**config.mk**
```make
export PLATFORM = sky130hd
export DESIGN_NAME = prog_logic_cell_flat
export DESIGN_NICKNAME = d
export VERILOG_FILES = /design/src/rtl/prog_logic_cell_if.sv /design/src/rtl/prog_logic_cell.sv /design/src/flat_wrapper.sv
export SDC_FILE = /design/constraint.sdc
export NUM_CORES = 1
export LEC_CHECK = 0
export ABC_CLOCK_PERIOD_IN_PS = 3900
export BUFFER_PORTS_ARGS = -buffer_cell sky130_fd_sc_hd__buf_2
export CAP_MARGIN = 10
export CORE_MARGIN = 2
export CORE_UTILIZATION = 66
export CTS_BUF_LIST = sky130_fd_sc_hd__clkbuf_8
export CTS_CLUSTER_DIAMETER = 30
export DETAILED_ROUTE_END_ITERATION = 10
export PLACE_DENSITY = 0.87
export SLEW_MARGIN = 20
export SYNTH_ARGS = -nofsm -noshare
export SYNTH_HDL_FRONTEND = slang
export SYNTH_SLANG_ARGS = --single-unit
```
**constraint.sdc**
```tcl
create_clock -name clk -period 3.9 [get_ports clk]
set_input_delay 0.78 -clock clk [delete_from_list [all_inputs] [get_ports clk]]
set_output_delay 0.78 -clock clk [all_outputs]
set_load 0.03 [all_outputs]
```
**src/rtl/prog_logic_cell_if.sv**
```systemverilog
// ============================================================================
// prog_logic_cell_if : data handshake and serial table-load signals of the
//                      programmable logic cell (cfg_par/cfg_err: PLC_PARITY_EN)
// Revision 1.0
// ============================================================================
`default_nettype none

interface prog_logic_cell_if #(
    parameter int N_IN = 4,
    parameter int N_CH = 1
);
    logic            in_valid;
    logic            in_ready;
    logic [N_IN-1:0] in_data;
    logic            out_valid;
    logic            out_ready;
    logic [N_CH-1:0] out;
    logic            cfg_start;
    logic            cfg_valid;
    logic            cfg_bit;
    logic            cfg_busy;
    logic            cfg_done;
`ifdef PLC_PARITY_EN
    logic            cfg_par;
    logic            cfg_err;
`endif

`ifdef PLC_PARITY_EN
    modport master (
        output in_valid, in_data, out_ready, cfg_start, cfg_valid, cfg_bit, cfg_par,
        input  in_ready, out_valid, out, cfg_busy, cfg_done, cfg_err
    );
    modport slave (
        input  in_valid, in_data, out_ready, cfg_start, cfg_valid, cfg_bit, cfg_par,
        output in_ready, out_valid, out, cfg_busy, cfg_done, cfg_err
    );
`else
    modport master (
        output in_valid, in_data, out_ready, cfg_start, cfg_valid, cfg_bit,
        input  in_ready, out_valid, out, cfg_busy, cfg_done
    );
    modport slave (
        input  in_valid, in_data, out_ready, cfg_start, cfg_valid, cfg_bit,
        output in_ready, out_valid, out, cfg_busy, cfg_done
    );
`endif
endinterface

`default_nettype wire

```
**src/rtl/prog_logic_cell.sv**
```systemverilog
// ============================================================================
// prog_logic_cell : N-input, multi-channel truth-table logic cell with serial
//                   table load and registered valid/ready output.
//                   Optional table parity check: define PLC_PARITY_EN.
// Revision 1.0
// ============================================================================
`default_nettype none

module prog_logic_cell #(
    parameter int                 N_IN     = 4,
    parameter int                 N_CH     = 1,
    parameter logic [2**N_IN-1:0] RESET_TT = 16'hFFFE
) (
    input  wire                   clk,
    input  wire                   rst_n,
    prog_logic_cell_if.slave      bus
);
    localparam int TT    = 2**N_IN;
    localparam int TOTAL = N_CH * TT;
    localparam int CW    = $clog2(TOTAL) + 1;
    localparam logic [CW-1:0] C_LAST = CW'(TOTAL - 1);

    localparam logic [1:0] S_RUN    = 2'd0;
    localparam logic [1:0] S_LOAD   = 2'd1;
    localparam logic [1:0] S_COMMIT = 2'd2;

    logic [1:0]       r_state;
    logic [1:0]       w_next;
    logic [TOTAL-1:0] r_active;
    logic [TOTAL-1:0] r_shadow;
    logic [CW-1:0]    r_cnt;
    logic             r_out_valid;
    logic [N_CH-1:0]  r_out;
    logic [N_CH-1:0]  w_lookup;
    logic [TT-1:0]    w_tt [N_CH];
    logic             w_in_ready;
    logic             w_xfer;
    logic             w_last;
    logic             w_commit_ok;
    logic             w_busy;
    logic             w_done;

    generate
        for (genvar k = 0; k < N_CH; k++) begin : g_ch
            assign w_tt[k]     = r_active[k*TT +: TT];
            assign w_lookup[k] = w_tt[k][bus.in_data];
        end
    endgenerate

    assign w_xfer = bus.in_valid && w_in_ready;
    assign w_last = (r_state == S_LOAD) && bus.cfg_valid && (r_cnt == C_LAST);

`ifdef PLC_PARITY_EN
    logic r_par;
    logic w_err;
    // Shadow bits plus the supplied parity must XOR to zero for the load to be accepted.
    assign w_commit_ok = ~((^r_shadow) ^ r_par);
`else
    assign w_commit_ok = 1'b1;
`endif

    // State register
    always_ff @(posedge clk or negedge rst_n) begin
        if (!rst_n) r_state <= S_RUN;
        else        r_state <= w_next;
    end

    // Next-state logic
    always_comb begin
        w_next = r_state;
        case (r_state)
            S_RUN:    if (bus.cfg_start) w_next = S_LOAD;
            S_LOAD:   if (w_last)        w_next = S_COMMIT;
            S_COMMIT:                    w_next = S_RUN;
            default:                     w_next = S_RUN;
        endcase
    end

    // Output logic
    always_comb begin
        w_in_ready = 1'b0;
        w_busy     = 1'b0;
        w_done     = 1'b0;
`ifdef PLC_PARITY_EN
        w_err      = 1'b0;
`endif
        case (r_state)
            S_RUN:  w_in_ready = !r_out_valid || bus.out_ready;
            S_LOAD: w_busy     = 1'b1;
            S_COMMIT: begin
                w_busy = 1'b1;
                w_done = w_commit_ok;
`ifdef PLC_PARITY_EN
                w_err  = !w_commit_ok;
`endif
            end
            default: ;
        endcase
    end

    always_ff @(posedge clk or negedge rst_n) begin
        if (!rst_n) begin
            r_out       <= '0;
            r_out_valid <= 1'b0;
        end else if (w_xfer) begin
            r_out       <= w_lookup;
            r_out_valid <= 1'b1;
        end else if (bus.out_ready) begin
            r_out_valid <= 1'b0;
        end
    end

    always_ff @(posedge clk or negedge rst_n) begin
        if (!rst_n) begin
            r_active <= {N_CH{RESET_TT}};
            r_shadow <= {N_CH{RESET_TT}};
            r_cnt    <= '0;
`ifdef PLC_PARITY_EN
            r_par    <= 1'b0;
`endif
        end else begin
            if ((r_state == S_LOAD) && bus.cfg_valid) begin
                r_shadow[r_cnt[CW-2:0]] <= bus.cfg_bit;
                r_cnt                   <= r_cnt + 1'b1;
`ifdef PLC_PARITY_EN
                if (w_last) r_par <= bus.cfg_par;
`endif
            end
            if (r_state == S_COMMIT) begin
                r_cnt <= '0;
                // A rejected load restores the shadow so the next load starts clean.
                if (w_commit_ok) r_active <= r_shadow;
                else             r_shadow <= r_active;
            end
        end
    end

    assign bus.in_ready  = w_in_ready;
    assign bus.out_valid = r_out_valid;
    assign bus.out       = r_out;
    assign bus.cfg_busy  = w_busy;
    assign bus.cfg_done  = w_done;
`ifdef PLC_PARITY_EN
    assign bus.cfg_err   = w_err;
`endif

endmodule

`default_nettype wire

```
**src/flat_wrapper.sv**
```systemverilog
// flat-port wrapper written by rule: the top's interface ports become plain ports
module prog_logic_cell_flat 
#(
    parameter int                 N_IN     = 4,
    parameter int                 N_CH     = 1,
    parameter logic [2**N_IN-1:0] RESET_TT = 16'hFFFE
)
  (clk, rst_n, bus_in_valid, bus_in_data, bus_out_ready, bus_cfg_start, bus_cfg_valid, bus_cfg_bit, bus_in_ready, bus_out_valid, bus_out, bus_cfg_busy, bus_cfg_done);
  prog_logic_cell_if #(.N_IN(N_IN), .N_CH(N_CH)) bus_i ();
  input  wire clk;
  input  wire rst_n;
  input wire logic [$bits(bus_i.in_valid)-1:0] bus_in_valid;
  input wire logic [$bits(bus_i.in_data)-1:0] bus_in_data;
  input wire logic [$bits(bus_i.out_ready)-1:0] bus_out_ready;
  input wire logic [$bits(bus_i.cfg_start)-1:0] bus_cfg_start;
  input wire logic [$bits(bus_i.cfg_valid)-1:0] bus_cfg_valid;
  input wire logic [$bits(bus_i.cfg_bit)-1:0] bus_cfg_bit;
  output wire logic [$bits(bus_i.in_ready)-1:0] bus_in_ready;
  output wire logic [$bits(bus_i.out_valid)-1:0] bus_out_valid;
  output wire logic [$bits(bus_i.out)-1:0] bus_out;
  output wire logic [$bits(bus_i.cfg_busy)-1:0] bus_cfg_busy;
  output wire logic [$bits(bus_i.cfg_done)-1:0] bus_cfg_done;
  assign bus_i.in_valid = bus_in_valid;
  assign bus_i.in_data = bus_in_data;
  assign bus_i.out_ready = bus_out_ready;
  assign bus_i.cfg_start = bus_cfg_start;
  assign bus_i.cfg_valid = bus_cfg_valid;
  assign bus_i.cfg_bit = bus_cfg_bit;
  assign bus_in_ready = bus_i.in_ready;
  assign bus_out_valid = bus_i.out_valid;
  assign bus_out = bus_i.out;
  assign bus_cfg_busy = bus_i.cfg_busy;
  assign bus_cfg_done = bus_i.cfg_done;
  prog_logic_cell #(.N_IN(N_IN), .N_CH(N_CH), .RESET_TT(RESET_TT)) u_core (.clk(clk), .rst_n(rst_n), .bus(bus_i));
endmodule
```
# Word level (Yosys, flattened, before mapping)
# Index checks and enable logic that the tools add are counted.
# totals
in_bits	11
elab_cells	41
out_inout_bits	5
reg_bits	41
# classes
n_eq_ne	5
addsub	1
reduce_logical	11
mux	15
n_lt_le_gt_ge	3
# ops
op	n
bitwise mux 16 bit	1
< comparator 4 x 5 -> 1 bit, second input constant	2
two-way mux 5 bit	2
two-way mux 1 bit	7
adder 5 x 1 -> 5 bit, second input constant	1
== test 5 x 4 -> 1 bit, second input constant	1
binary-select mux 1 bit (select 4 bit)	1
demux 1 bit (select 4 bit)	1
>= comparator 4 x 1 -> 1 bit, second input constant	1
logical AND 1 bit	4
two-way mux 2 bit	2
case mux 2 bit (2 select lines)	1
nonzero test 2 bit	2
== test 2 x 1 -> 1 bit, second input constant	1
== test 2 bit, second input constant	1
zero test 2 bit	1
inequality test 2 x 1 -> 1 bit, second input constant	1
inequality test 2 bit, second input constant	1
AND reduction 2 bit	1
OR reduction 2 bit	1
zero test 1 bit	1
logical OR 1 bit	1

# Depth between registers and ports, before layout
# Gate-level depths: netlist of the first run.
# logic_depth
ltp_word	5
ltp_mapped	7
ltp_nobuf	7

# Least setup slack after synthesis of the first run
# Ideal clock, no wire load.
# synth_path
path_kind	in2out
start	in bus_out_ready
end	out bus_in_ready
required_ns	3.120
path_buffers	0
cell_stages	2
arrival_time_ns	1.192
path_slack_ns	1.928
path_cell_list	nand2b_1 -> and2_2
# synth_via
elab_chain_len	2
# synth_rtl
element	line_no	rtl
from (decl)	flat_wrapper.sv:14	input wire logic [$bits(bus_i.out_ready)-1:0] bus_out_ready;
logical OR 1 bit	prog_logic_cell.sv:88	S_RUN: w_in_ready = !r_out_valid || bus.out_ready;
two-way mux 1 bit	prog_logic_cell.sv:87	case (r_state)
to (decl)	flat_wrapper.sv:18	output wire logic [$bits(bus_i.in_ready)-1:0] bus_in_ready;
# No other way between the ends.

# Worst setup path in the final report of the first run
# layout_path
start	reg u_core.r_state[0]
end	out bus_cfg_done
# layout_via
elab_chain_len	2
# layout_rtl
element	line_no	rtl
from (decl)	prog_logic_cell.sv:27	logic [1:0] r_state;
from (signal assigned)	prog_logic_cell.sv:65	else r_state <= w_next;
== test 2 bit	prog_logic_cell.sv:87	
two-way mux 1 bit	prog_logic_cell.sv:87	
to (decl)	flat_wrapper.sv:22	output wire logic [$bits(bus_i.cfg_done)-1:0] bus_cfg_done;
# No other way between the ends.

==> flow_metrics.tcl, run 1 <==
set metrics [dict create \
    drtIter0Drc 71 \
    hold_start "u_core.bus.out" \
    reg2reg_slack_ns 1.93 \
    syn_nets 175 \
    path_cells "inv_1, ha_1, buf_4, buf_2" \
    drc 3 \
    cts_hold_buf 0 \
    io_buffers 15 \
    violations "design-rule violations" \
    drt-total-wl_um 3714 \
    synth_ff_type "dfstp_2" \
    endpoint_kind "output pin" \
    outcome "complete, but fails checks" \
    dp_hpwl_um 2517 \
    finalWorstSetupSlack_ns 1.559 \
    clock_path_buffers 2 \
    fin_crit_sh_pct 60.03 \
    first_pass_iters 7 \
    dp_slack_ns 1.677 \
    critical_path.max_fanout 22 \
    synthCells 154 \
    antenna_found_initial 0 \
    cts_made_buffers 5 \
    clock-sinks 41 \
    synth-async-reset-ratio_pct 100.0 \
    crit_required_ns 3.12 \
    nets 192 \
    power.density_nw_per_um2 648.4 \
    r2r_start "u_core.r_state[1]" \
    cap_violations 0 \
    holdPathEnd "u_core.bus.out" \
    rsz0062_at_grt "no" \
    setup_viol 0 \
    avgSynthCellArea_um2 12.85 \
    diodes 0 \
    route.vias.total 1246 \
    crit_path_top_delay_cell "dfrtp_1" \
    p_leak_nw 0.9943 \
    fmax_mhz 427.2 \
    fin_worst_skew_ns 0.006323 \
    worst_pin_slew_ns 0.8500 \
    layout_commonest_cell "mux2_2" \
    routedWlPerCell_um 18.30 \
    grt_pass1_wl_um 6147 \
    clk_latency_ns 0.30 \
    dieArea_um2 3453 \
    cts_resized 0 \
    gr-total-overflow 0 \
    final_max_slew_viol_count 0 \
    synth_cell_types 27 \
    start_util_pct 70.56 \
    worstRegToRegCells 6 \
    hp-class "reg2reg" \
    ys_ff_latch 41 \
    min_path_cells 2 \
    ir_drop_v 0.0005952 \
    seq_area_frac_synth_pct 53.73 \
    cts_setup_buffers 0 \
    synth_edf_count 0 \
    path_class "reg2out" \
    h-tree-depth 2 \
    ioPinCount 16 \
    rows 19 \
    area_growth_pct 11.31 \
    dieHeight_um 58.77 \
    min_period_ns 2.341 \
    gp_congestion 0.8202 \
    first_global_vias 1259 \
    cts_tree "built" \
    start_kind "flip-flop" \
    final-hold-violation-count 0 \
    max_stage_delay_ns 0.41 \
    final_cell_mix "mux2_2 (33), dfstp_2 (30), nand2_1 (19)" \
    netlist_area_um2 1979 \
    routed_via_density 6.138 \
    clk_pin_slew_ns 0.08 \
    root_buffer "clkbuf_8" \
    setup_tns_ns 0 \
    core_area_um2 2805 \
    grt_usage_pct 25.22 \
    reg2reg_to "u_core.r_shadow[3]" \
    arrival_ns 1.56 \
    ant_nets 0 \
    slew_headroom_pct 43.33 \
    dieWidth_um 58.77 \
    ys_warn_count 0 \
    layout-drive-gt1-share_pct 51.16 \
    grt_max_degree 42 \
]
worst max-delay path by stage:
stage	from	endpoint	depth (start not counted)
6_report	u_core.r_state[0]	bus_cfg_done	4
5_1_grt	u_core.r_state[0]	bus_cfg_done	4
4_1_cts	u_core.r_state[0]	bus_cfg_done	4
3_5_place_dp	bus_out_ready	bus_in_ready	4
3_3_place_gp	bus_out_ready	bus_in_ready	4
2_1_floorplan	bus_out_ready	bus_in_ready	2
cells by family after synthesis:
group	Yosys count	synth area share (%)
compound gates	8	2.339
xor+xnor	3	1.328
fa+ha+maj	10	6.321
buf+inv	12	2.717
flops	41	53.73
mux	38	23.77
simple gates	42	9.798
through the flow:
step / std cells / cell area (um^2) / power (W) / util (%) / hold WS, ns
floorplan: 154 / 1979 / 0.0009134 / - / 0.4730
global placement: 195 / 2069 / 0.001001 / 73.77 / 0.4785
detailed placement: 195 / 2069 / 0.001029 / 73.77 / 0.4916
CTS: 203 / 2203 / 0.001436 / 78.55 / 0.5086
global route: 203 / 2203 / 0.001501 / 78.55 / 0.5343
finish: 203 / 2203 / 0.001429 / 78.55 / 0.5078
power breakdown:
group | switching (W) | total, W | internal (W)
logic | 0.000243 | 0.000413 | 0.000170
registers | 0.0000602 | 0.000614 | 0.000554
clock network | 0.000148 | 0.000402 | 0.000254
total | 0.000451 | 0.00143 | 0.000977
layout make-up:
class,instances,area (um^2)
sequential,41,1064
multi-input combinational,101,862.1
fill,167,601.8
timing repair buffer,16,82.58
clock buffer,5,68.82
clock inverter,3,65.06
tap,31,38.79
inverter,6,22.52
registers in the layout, summed over array words and instances, names as in the netlist:
signal                cells
u_core.bus.out_valid      1
u_core.r_cnt              5
u_core.r_active          16
u_core.r_state            2
u_core.bus.out            1
u_core.r_shadow          16
per-layer routing:
metal / GRT usage (%) / wire length [um] / share of wire (%) / up-vias
met1: 30.43 / 1531 / 41 / 629
met5: 0 / 0 / 0 / -
li1: - / - / - / 569
met3: 8.352 / 218 / 5.9 / 8
met4: 12.66 / 91 / 2.5 / 0
met2: 40.48 / 1873 / 50 / 40
cells in the mapped netlist, drive strengths merged, types with 2 or more instances:
cell type	instances	area [um^2]
a21oi	3	15.01
and3	2	12.51
buf	2	16.26
clkbuf	4	15.01
dfrtp	11	275.3
dfstp	30	788.3
ha	10	125.1
inv	6	22.52
mux2	33	371.6
mux2i	2	20.02
mux4	3	78.83
nand2	19	71.32
nand3	9	45.04
nor2	5	18.77
o211ai	2	15.01
o21ai	2	10.01
xor2	2	17.52
critical path, delay by kind of cell (launching register included):
family,cells,cell delay (ns)
flip-flops,1,0.41
buffers and inverters,3,0.69
adder cells (fa/ha/maj),1,0.16
No activity file was read; power rests on OpenSTA's default activity.
==> run 2: changes to the inputs <==
- ABC_CLOCK_PERIOD_IN_PS: 3900 -> 2400
- CORE_UTILIZATION: 66 -> 61
- PLACE_DENSITY: 0.87 -> 0.81
- clock period: 3.9 -> 2.4 ns (I/O delays scaled with it)
==> flow_metrics.tcl, run 2 (synthesis results as in run 1) <==
set metrics [dict create \
    clk_latency_ns 0.30 \
    critical_path.max_fanout 4 \
    min_period_ns 1.921 \
    grt_pass1_wl_um 5499 \
    ioPinCount 16 \
    cap_violations 0 \
    power.density_nw_per_um2 1001 \
    fmax_mhz 520.7 \
    path_class "reg2out" \
    root_buffer "clkbuf_8" \
    final-hold-violation-count 0 \
    cts_hold_buf 0 \
    ir_drop_v 0.0007773 \
    routed_via_density 5.602 \
    drtIter0Drc 19 \
    layout-drive-gt1-share_pct 50.58 \
    clk_pin_slew_ns 0.08 \
    drc 0 \
    hp-class "in2async" \
    first_pass_iters 4 \
    largestRegisters "u_core.r_active x16, u_core.r_shadow x16, u_core.r_cnt x5" \
    final_cell_mix "mux2_2 (33), dfstp_2 (30), nand2_1 (19)" \
    fin_crit_sh_pct 80.02 \
    cts_resized 0 \
    setup_viol 0 \
    utilization_pct 71.26 \
    worst_pin_slew_ns 0.8593 \
    outcome "finished, final reports clean" \
    endpoint_kind "output pin" \
    antenna_found_initial 0 \
    grt_max_degree 42 \
    routedWlPerCell_um 15.83 \
    first_global_vias 1233 \
    route.vias.total 1210 \
    cts_tree "built" \
    drt-total-wl_um 3419 \
    dieHeight_um 60.97 \
    dp_hpwl_um 2498 \
    slew_headroom_pct 42.71 \
    io_buffers 15 \
    ant_nets 0 \
    gp_congestion 0.7977 \
    dieArea_um2 3717 \
    clock_path_buffers 2 \
    start_kind "flip-flop" \
    gr-total-overflow 0 \
    cts_made_buffers 5 \
    fin_worst_skew_ns 0.01365 \
    final_cells 216 \
    layout_commonest_cell "mux2_2" \
    area_growth_pct 10.81 \
    place_inst 208 \
    setup_tns_ns 0 \
    h-tree-depth 2 \
    clock-sinks 41 \
    place_area_um2 2086 \
    p_leak_nw 0.9855 \
    grt_usage_pct 21.23 \
    core_area_um2 3078 \
    cts_setup_buffers 0 \
    dieWidth_um 60.97 \
    rows 20 \
    fin_area_um2 2193 \
    rsz0062_at_grt "no" \
    start_util_pct 64.31 \
    diodes 0 \
    final_max_slew_viol_count 0 \
    arrival_ns 1.44 \
    crit_required_ns 1.92 \
    nets 192 \
]
## run 2: path summary, 6_finish.rpt
check	from	end	slack, ns	cells past startpoint
worst max-delay path	u_core.r_state[0]	bus_in_ready	0.48	4
worst min-delay path	rst_n	u_core.bus.out	0.28	1
worst max register to register	u_core.r_state[1]	u_core.r_shadow[11]	0.50	6
worst min register to register	u_core.bus.out	u_core.bus.out	0.51	2
max in group asynchronous	rst_n	u_core.r_cnt[3]	1.55	1
min in group clk	bus_in_valid	u_core.bus.out	0.47	3
## run 2: where the power goes
group,switching [W],leakage [nW],internal [W]
registers,0.0000896,0.453,0.000899
clock network,0.000226,0.0593,0.000304
logic,0.000402,0.473,0.000275
## run 2: critical path: stages, from the launching register on
cell     delay (ns)
dfrtp_1        0.41
inv_1          0.13
ha_1           0.24
and2_2         0.18
buf_2          0.19
## run 2: through the flow
step,total power [W],setup WS [ns],hold slack [ns]
finish,0.002195,0.4794,0.2840
global route,0.002326,0.3263,0.3417
CTS,0.002211,0.4843,0.3203
detailed placement,0.001679,0.5455,0.4918
global placement,0.001642,0.5782,0.4869
floorplan,0.001484,0.6670,0.1844
## run 2: final cells by class
type | count | area (um^2)
tap | 44 | 55.05
clock buffer | 5 | 68.82
timing repair buffer | 16 | 82.58
clock inverter | 3 | 38.79
inverter | 6 | 22.52
fill | 227 | 884.6
multi-input combinational | 101 | 862.1
sequential | 41 | 1064
## run 2: routing by layer
layer | track usage [%] | up-vias | wire length [um]
met5 | 0 | - | 0
met4 | 8.075 | 0 | 57
met3 | 7.249 | 9 | 126
met2 | 34.87 | 25 | 1756
met1 | 25.98 | 608 | 1478
li1 | - | 568 | -
==> run 3: changes to the inputs <==
- ABC_CLOCK_PERIOD_IN_PS: 2400 -> 1900
- clock period: 2.4 -> 1.9 ns (I/O delays scaled with it)
==> flow_metrics.tcl, run 3 (synthesis results as in run 1) <==
set metrics [dict create \
    start_util_pct 64.31 \
    cts_made_buffers 5 \
    cts_hold_buf 0 \
    io_buffers 15 \
    area_growth_pct 11.44 \
    crit_start "u_core.r_state[0]" \
    drc 0 \
    reg2reg_slack_ns 0.16 \
    intPower_w 0.001757 \
    gp_congestion 0.7818 \
    final-hold-violation-count 0 \
    final_cell_mix "mux2_2 (33), dfstp_2 (30), nand2_1 (18)" \
    route.vias.total 1211 \
    cap_violations 0 \
    grt_max_degree 42 \
    h-tree-depth 2 \
    hp-class "in2async" \
    final_cells 220 \
    endpoint_kind "output pin" \
    slew_headroom_pct 68.28 \
    routed_via_density 5.505 \
    clock-sinks 41 \
    clk_pin_slew_ns 0.07 \
    start_kind "flip-flop" \
    grt_usage_pct 22.98 \
    final_max_slew_viol_count 0 \
    clock_path_buffers 2 \
    fin_crit_sh_pct 95.55 \
    drt-total-wl_um 3640 \
    diodes 0 \
    power.density_nw_per_um2 1214 \
    dieArea_um2 3717 \
    power_w 0.002679 \
    ir_drop_v 0.0008161 \
    fmax_mhz 550.8 \
    crit_end "bus_cfg_done" \
    worstRegToRegCells 7 \
    critical_path.max_fanout 11 \
    share_comb_of_total_power_pct 33.3 \
    setup_tns_ns 0 \
    worst_pin_slew_ns 0.4757 \
    min_period_ns 1.815 \
    routedWlPerCell_um 16.55 \
    setup_viol 0 \
    dp_hpwl_um 2781 \
    layout-drive-gt1-share_pct 52.84 \
    layout_commonest_cell "mux2_2" \
    crit_required_ns 1.52 \
    first_pass_iters 4 \
    p_seq_share_pct 47.0 \
    cts_tree "built" \
    ant_nets 0 \
    fin_worst_skew_ns 0.005000 \
    reg2reg_to "u_core.r_shadow[0]" \
    root_buffer "clkbuf_8" \
    p_sw_share_pct 34.43 \
    arrival_ns 1.44 \
    pwr-share-clk_pct 19.6 \
    nets 196 \
    cts_setup_buffers 0 \
    largestRegisters "u_core.r_active x16, u_core.r_shadow x16, u_core.r_cnt x5" \
    outcome "finished, final reports clean" \
    dieWidth_um 60.97 \
    rsz0062_at_grt "no" \
    r2r_start "u_core.r_state[1]" \
    path_class "reg2out" \
    antenna_found_initial 0 \
    clk_latency_ns 0.29 \
    rows 20 \
    dieHeight_um 60.97 \
    grt_pass1_wl_um 5940 \
    drtIter0Drc 48 \
    place_inst 212 \
    p_leak_nw 0.9972 \
    p_sw_w 0.0009224 \
    core_area_um2 3078 \
    first_global_vias 1267 \
    ioPinCount 16 \
    gr-total-overflow 0 \
]
==> run 3: cell type report <==
cell class	instances	area, um^2
repair buffers	20	112.6
well taps	44	55.05
clock buffers	5	68.82
fillers	224	872.1
clock inverters	3	13.76
inverters	6	22.52
multi-input cells	101	869.6
flip-flops and latches	41	1064
==> run 3: how the worst min path moves through the flow <==
stage / start / endpoint / slack (ns) / depth (start not counted)
floorplan: rst_n / u_core.bus.out / 0.08 / 0
global placement: rst_n / u_core.bus.out_valid / 0.45 / 2
detailed placement: rst_n / u_core.bus.out_valid / 0.45 / 2
CTS: rst_n / u_core.bus.out_valid / 0.14 / 2
global route: rst_n / u_core.r_active[0] / 0.18 / 2
finish: rst_n / u_core.bus.out_valid / 0.13 / 2
==> run 3: what timing repair did <==
action,in CTS,in global routing
setup endpoints to repair,0,5
hold endpoints to repair,0,0
resized for setup,0,2
==> run 3: per-layer routing <==
layer  GRT usage (%)  routed length (um)
met4           10.25                  36
met5               0                   0
met2           41.47                1931
met1           26.26                1524
met3           4.478                 149
==> run 3: power groups by stage <==
stage / Combinational [W] / Clock (W) / Sequential (W)
after floorplan: 0.000609 / 0 / 0.00127
after global placement: 0.000847 / 0 / 0.00125
after detailed placement: 0.000890 / 0 / 0.00127
after CTS: 0.000894 / 0.000544 / 0.00126
after global routing: 0.000978 / 0.000573 / 0.00128
final: 0.000893 / 0.000525 / 0.00126
==> run 3: worst max-delay path: stages, from the launching register on <==
cell     delay, ns
dfrtp_1       0.41
inv_1         0.13
ha_1          0.19
buf_4         0.20
buf_2         0.22
==> run 3: per-stage QoR <==
step	utilization [%]	hold WS (ns)	setup slack, ns	cell area, um^2
final	71.67	0.1325	0.08462	2206
after global routing	71.67	0.1780	0.01505	2206
after CTS	71.42	0.1381	0.01769	2198
after detailed placement	68.74	0.4534	0.03622	2116
after global placement	68.74	0.4461	0.1711	2116
after floorplan	-	0.08441	0.1670	1979
